**src/rtl/obi_arb_pkg.sv**
```systemverilog
// Shared types for the two-port OBI memory arbiter.
// Source ids, FSM states and the outstanding-depth ceiling.
package obi_arb_pkg;

    typedef enum logic {
        SRC_INSTR = 1'b0,
        SRC_DATA  = 1'b1
    } src_e;

    typedef enum logic {
        IDLE   = 1'b0,
        LOCKED = 1'b1
    } state_e;

    localparam int MAX_OUTSTANDING_LIMIT = 4;

    function automatic src_e other_src(input src_e s);
        return (s == SRC_DATA) ? SRC_INSTR : SRC_DATA;
    endfunction

endpackage

```
**src/rtl/obi_arb_resp_fifo.sv**
```systemverilog
// In-order FIFO of source ids for accepted-but-unanswered transactions.
// A pop in the same cycle as a push on a full FIFO frees the slot.
module obi_arb_resp_fifo
    import obi_arb_pkg::*;
#(
    parameter int DEPTH = 2
) (
    input  logic clk_i,
    input  logic rst_ni,
    input  logic push_i,
    input  src_e src_i,
    input  logic pop_i,
    output src_e head_o,
    output logic empty_o,
    output logic full_o
);
    localparam int PW = (DEPTH > 1) ? $clog2(DEPTH) : 1;
    localparam int CW = $clog2(DEPTH + 1);

    src_e          mem_q [DEPTH];
    logic [PW-1:0] wptr_q;
    logic [PW-1:0] rptr_q;
    logic [CW-1:0] cnt_q;
    logic          push_ok;
    logic          pop_ok;

    function automatic logic [PW-1:0] nxt(input logic [PW-1:0] p);
        return (p == PW'(DEPTH - 1)) ? '0 : p + PW'(1);
    endfunction

    assign empty_o = (cnt_q == '0);
    assign full_o  = (cnt_q == CW'(DEPTH));
    assign pop_ok  = pop_i & ~empty_o;
    assign push_ok = push_i & (~full_o | pop_ok);
    assign head_o  = mem_q[rptr_q];

    always_ff @(posedge clk_i) begin
        if (!rst_ni) begin
            wptr_q <= '0;
            rptr_q <= '0;
            cnt_q  <= '0;
        end else begin
            if (push_ok) wptr_q <= nxt(wptr_q);
            if (pop_ok)  rptr_q <= nxt(rptr_q);
            if (push_ok && !pop_ok) cnt_q <= cnt_q + CW'(1);
            if (pop_ok && !push_ok) cnt_q <= cnt_q - CW'(1);
        end
    end

    always_ff @(posedge clk_i) begin
        if (push_ok) mem_q[wptr_q] <= src_i;
    end

endmodule

```
**src/rtl/obi_mem_arbiter.sv**
```systemverilog
// Two-port (instr/data) OBI arbiter onto one memory port.
// Define OBI_ARB_ROUND_ROBIN_EN for round-robin ties; default is data priority.
module obi_mem_arbiter
    import obi_arb_pkg::*;
#(
    parameter int ADDR_WIDTH      = 32,
    parameter int MAX_OUTSTANDING = 2
) (
    input  logic                  clk_i,
    input  logic                  rst_ni,

    input  logic                  instr_req_i,
    output logic                  instr_gnt_o,
    output logic                  instr_rvalid_o,
    input  logic [ADDR_WIDTH-1:0] instr_addr_i,
    output logic [31:0]           instr_rdata_o,

    input  logic                  data_req_i,
    output logic                  data_gnt_o,
    output logic                  data_rvalid_o,
    input  logic [ADDR_WIDTH-1:0] data_addr_i,
    input  logic                  data_we_i,
    input  logic [3:0]            data_be_i,
    input  logic [31:0]           data_wdata_i,
    output logic [31:0]           data_rdata_o,

    output logic                  mem_req_o,
    input  logic                  mem_gnt_i,
    input  logic                  mem_rvalid_i,
    output logic [ADDR_WIDTH-1:0] mem_addr_o,
    output logic                  mem_we_o,
    output logic [3:0]            mem_be_o,
    output logic [31:0]           mem_wdata_o,
    input  logic [31:0]           mem_rdata_i
);
    state_e                state_q;
    src_e                  lock_src_q;
    logic [ADDR_WIDTH-1:0] lock_addr_q;
    logic                  lock_we_q;
    logic [3:0]            lock_be_q;
    logic [31:0]           lock_wdata_q;

    src_e sel;
    src_e tie_src;
    src_e head;
    logic sel_req;
    logic fifo_empty;
    logic fifo_full;
    logic slot_free;
    logic accept;
    logic rsp;

`ifdef OBI_ARB_ROUND_ROBIN_EN
    src_e rr_prio_q;

    // The port granted last loses the next tie.
    always_ff @(posedge clk_i) begin
        if (!rst_ni) begin
            rr_prio_q <= SRC_DATA;
        end else if (accept) begin
            rr_prio_q <= other_src(sel);
        end
    end

    assign tie_src = rr_prio_q;
`else
    assign tie_src = SRC_DATA;
`endif

    always_comb begin
        sel = SRC_DATA;
        priority case (1'b1)
            state_q == LOCKED:        sel = lock_src_q;
            instr_req_i & data_req_i: sel = tie_src;
            instr_req_i:              sel = SRC_INSTR;
            default:                  sel = SRC_DATA;
        endcase
    end

    assign sel_req   = (sel == SRC_DATA) ? data_req_i : instr_req_i;
    assign slot_free = ~fifo_full | (mem_rvalid_i & ~fifo_empty);
    assign mem_req_o = rst_ni & sel_req & slot_free;
    assign accept    = mem_req_o & mem_gnt_i;

    assign instr_gnt_o = accept & (sel == SRC_INSTR);
    assign data_gnt_o  = accept & (sel == SRC_DATA);

    always_comb begin
        mem_addr_o  = instr_addr_i;
        mem_we_o    = 1'b0;
        mem_be_o    = 4'hF;
        mem_wdata_o = '0;
        priority case (1'b1)
            state_q == LOCKED: begin
                mem_addr_o  = lock_addr_q;
                mem_we_o    = lock_we_q;
                mem_be_o    = lock_be_q;
                mem_wdata_o = lock_wdata_q;
            end
            sel == SRC_DATA: begin
                mem_addr_o  = data_addr_i;
                mem_we_o    = data_we_i;
                mem_be_o    = data_be_i;
                mem_wdata_o = data_wdata_i;
            end
            default: ;
        endcase
    end

    // Address phase is frozen once offered and not yet granted.
    always_ff @(posedge clk_i) begin
        if (!rst_ni) begin
            state_q      <= IDLE;
            lock_src_q   <= SRC_DATA;
            lock_addr_q  <= '0;
            lock_we_q    <= 1'b0;
            lock_be_q    <= '0;
            lock_wdata_q <= '0;
        end else begin
            unique case (state_q)
                IDLE: begin
                    if (mem_req_o && !mem_gnt_i) begin
                        state_q      <= LOCKED;
                        lock_src_q   <= sel;
                        lock_addr_q  <= mem_addr_o;
                        lock_we_q    <= mem_we_o;
                        lock_be_q    <= mem_be_o;
                        lock_wdata_q <= mem_wdata_o;
                    end
                end
                LOCKED: begin
                    if (accept || !sel_req) state_q <= IDLE;
                end
                default: state_q <= IDLE;
            endcase
        end
    end

    obi_arb_resp_fifo #(
        .DEPTH (MAX_OUTSTANDING)
    ) u_resp_fifo (
        .clk_i   (clk_i),
        .rst_ni  (rst_ni),
        .push_i  (accept),
        .src_i   (sel),
        .pop_i   (mem_rvalid_i & rst_ni),
        .head_o  (head),
        .empty_o (fifo_empty),
        .full_o  (fifo_full)
    );

    assign rsp            = rst_ni & mem_rvalid_i & ~fifo_empty;
    assign instr_rvalid_o = rsp & (head == SRC_INSTR);
    assign data_rvalid_o  = rsp & (head == SRC_DATA);
    assign instr_rdata_o  = mem_rdata_i;
    assign data_rdata_o   = mem_rdata_i;

endmodule
```
**config.mk**
```make
export PLATFORM = sky130hd
export DESIGN_NAME = obi_mem_arbiter
export DESIGN_NICKNAME = d
export VERILOG_FILES = /design/src/rtl/obi_arb_pkg.sv /design/src/rtl/obi_arb_resp_fifo.sv /design/src/rtl/obi_mem_arbiter.sv
export SDC_FILE = /design/constraint.sdc
export NUM_CORES = 1
export LEC_CHECK = 0
export CORE_MARGIN = 2
export CORE_UTILIZATION = 33
export DETAILED_ROUTE_END_ITERATION = 12
export MAX_ROUTING_LAYER = met4
export PLACE_DENSITY_LB_ADDON = 0.05
export REMOVE_ABC_BUFFERS = 1
export SYNTH_ARGS = -nofsm -noshare
export SYNTH_HDL_FRONTEND = slang
export SYNTH_SLANG_ARGS = --single-unit
```
**constraint.sdc**
```tcl
create_clock -name clk_i -period 3.7 [get_ports clk_i]
set_clock_uncertainty 0.2 [all_clocks]
set_input_delay 0.74 -clock clk_i [delete_from_list [all_inputs] [get_ports clk_i]]
set_output_delay 0.74 -clock clk_i [all_outputs]
set_load 0.01 [all_outputs]
```
==> impl_metrics.ini <==
[die]
chipWidth_um = 119.5
fp.dieH_um = 119.5
core-area_mm2 = 0.01314
rows = 42
fp.dieArea_mm2 = 0.01428
start_util_pct = 33.50
io_pins = 277

[timing]
fin_crit_sh_pct = 97.13
setup_ws_ns = 0.1062
fmax_mhz = 278.3
relSlewSlack_pct = 70.75
setup_viol = 0
fin_crit_ns = 3.594
rsz0062_at_grt = false
worstMarginPinSlew_ns = 0.4388
slew_violations = 0
hold_viol = 0

[synth]
yosys-top-cells-area = dfxtp_1 (35%), mux2i_1 (13%), buf_4 (11%)
syn_area_per_cell_um2 = 8.136
syn_inst = 541
synth_top_area_share_pct = 34.57
syn_area_mm2 = 0.004402
ys_types = 33
synth-seq-cells = 78
ys.warnings.count = 0
synth_seq_area_share_pct = 35.93
synth_area_leader_cell = dfxtp_1

[detailed_routing]
route.detailed.wl_per_inst_um = 16.81
first_pass_iters = 4
initialDrtViolationCount = 173
routed_wl_mm = 13.99
num_vias = 3953
drt.antenna.violating_nets = 0
drc_errors = 0
vias_per_cell = 4.751

[global_routing]
grt_max_degree = 65
grt_overflow = 0
grt_use_total_pct = 20.03
grt_pass1_wl_mm = 21.16
grt_pass1_vias = 3775
grt_antenna_before_repair = 0

[clock_network]
clock-sinks = 78
postCtsSetupBuffers = 0
cts_root_buf = clkbuf_16
htreeDepth = 3
path_clk_slew_ns = 0.05
clock_path_buffers = 2
cts_resized = 0
numCtsBuffers = 9
hold_buffers = 0
cts_tree = done
clkLatencyLatePin_ns = 0.33

[pwr]
power.density_mw_per_mm2 = 371.4
ir_drop_uv = 176.7
leakage_uw = 0.002416

[placement]
numPortBuffers = 180
dp.cells = 818
dp_slack_ns = 0.03039
hpwlAfterDp_mm = 10.17
place.gp.congestion = 0.7170
dpl_cell_area_mm2 = 0.005977

[worst_setup_path]
crit_type = input pin to primary output
crit_required_ns = 2.76
crit_arrival_ns = 2.65
cp_max_fo = 13
end_kind = primary output
cpPeakStageDelay_ns = 0.49
crit_slowest_cell = clkdlybuf4s50_1
crit_chain = clkdlybuf4s50_1 > nor2b_4 > buf_12 > mux2_2 > mux2_2 > clkdlybuf4s50_1
cp-start-kind = input pin

[run_status]
outcome = completed

[finish]
num-nets-final = 793
multi_input_area_mm2 = 0.002068
drive_gt1_share_pct = 8.841
fillCellCount = 1301
synthToLayoutAreaGrowth_pct = 42.58
antennaDiodeCount = 0
final_area_mm2 = 0.006276
final_cells = 832
regArea_mm2 = 0.001585

[run]
cap_viol_max_count = 0

[hold_path]
min_path_type = flop to flop
## metal layers
layer	global-route usage, %	routed length [um]
met3	14.12	2052
met1	25.92	6521
met2	24.00	5238
met4	6.397	174
met5	-	0
## layout by cell type (no fill, tap or decap), types with 2 or more instances in the layout
cell,instances
nand2_1,110
and3_1,3
xor2_1,2
nand4_1,2
clkdlybuf4s50_1,178
a22o_1,26
mux2i_2,5
edfxtp_1,2
dfxtp_1,75
clkbuf_16,9
nand3_1,16
a21oi_1,4
o21ai_0,41
mux2_2,11
buf_4,16
clkbuf_8,3
o221a_2,2
or2_2,2
nor3_1,2
dlymetal6s2s_1,2
o21ai_1,31
mux2i_1,52
nor2_1,12
inv_1,32
buf_12,4
## layout make-up
type | instances | area share (%)
multi-input combinational | 332 | 32.95
timing repair buffer | 200 | 31.98
sequential | 78 | 25.26
clock buffer | 13 | 4.306
tap | 176 | 3.509
inverter | 32 | 1.914
clock inverter | 1 | 0.07974
## report_power, final
| group | internal, uW | switching (uW) |
|---|---|---|
| combinational | 334 | 241 |
| clock | 501 | 325 |
| sequential | 897 | 33.6 |
| total | 1730 | 600 |
## cells by family after synthesis
family                   count (synthesis)  synth area share (%)
AND/OR/NAND/NOR                        154                 14.67
buffers and inverters                  131                 17.68
AO/OA/AOI/OAI                          106                 15.07
flip-flops                              78                 35.93
multiplexers                            68                 15.78
XOR/XNOR                                 3                0.5970
adder cells (fa/ha/maj)                  1                0.2842
## cells in the mapped netlist
cell type / count
edfxtp_1: 2
or2_2: 2
nor2b_1: 2
or3_1: 1
buf_4: 64
xor2_1: 2
ha_1: 1
and3_1: 3
a22o_1: 26
inv_1: 32
buf_2: 13
and2_4: 1
a31oi_4: 1
nor3_1: 2
nand3_1: 16
buf_1: 3
nand2b_1: 1
dfxtp_1: 76
clkbuf_1: 15
nand4_1: 2
a21oi_1: 4
o21ai_0: 41
or3b_1: 1
nor2_1: 12
mux2i_1: 57
nand2_1: 110
o2111a_1: 1
buf_6: 4
mux2_2: 11
and3_4: 1
o21ai_1: 31
o221a_2: 2
xnor2_1: 1
## stage by stage
| step | setup TNS [ns] | hold WS [ns] | util, % | power [uW] |
|---|---|---|---|---|
| final | 0 | 0.2471 | 47.77 | 2331 |
| after detailed placement | 0 | 0.2414 | 45.50 | 1524 |
| after global placement | 0 | 0.2356 | 45.50 | 1520 |
| after floorplan | -66.24 | 0.2295 | - | 1181 |
| after global routing | 0 | 0.2675 | 47.77 | 2456 |
| after CTS | 0 | 0.2493 | 47.59 | 2373 |
## sequential cells by signal (all words and copies together), names as in the netlist, named ones only
register / flops
u_resp_fifo.mem_q: 2
lock_we_q: 1
lock_addr_q: 32
u_resp_fifo.cnt_q: 2
lock_wdata_q: 32
u_resp_fifo.rptr_q: 1
lock_src_q: 1
lock_be_q: 4
state_q: 1
u_resp_fifo.wptr_q: 1
## path summary, 6_finish.rpt
kind | startpoint | end | slack [ns] | cells after the start
hold / removal | lock_addr_q[9]$_SDFFE_PN0P_ | lock_addr_q[9]$_SDFFE_PN0P_ | 0.25 | 2
setup / recovery | instr_req_i | mem_addr_o[29] | 0.11 | 6
hold reg to reg | lock_addr_q[9]$_SDFFE_PN0P_ | lock_addr_q[9]$_SDFFE_PN0P_ | 0.25 | 2
setup reg to reg | u_resp_fifo.cnt_q[0]$_SDFFE_PN0P_ | u_resp_fifo.cnt_q[1]$_SDFFE_PN0P_ | 1.47 | 7
## worst max-delay path: cells and delay by family
kind                   cells  cell delay [ns]
buffers and inverters      3             1.13
multiplexers               2             0.61
AND/OR/NAND/NOR            1             0.17
(Power assumes the default switching activity.)
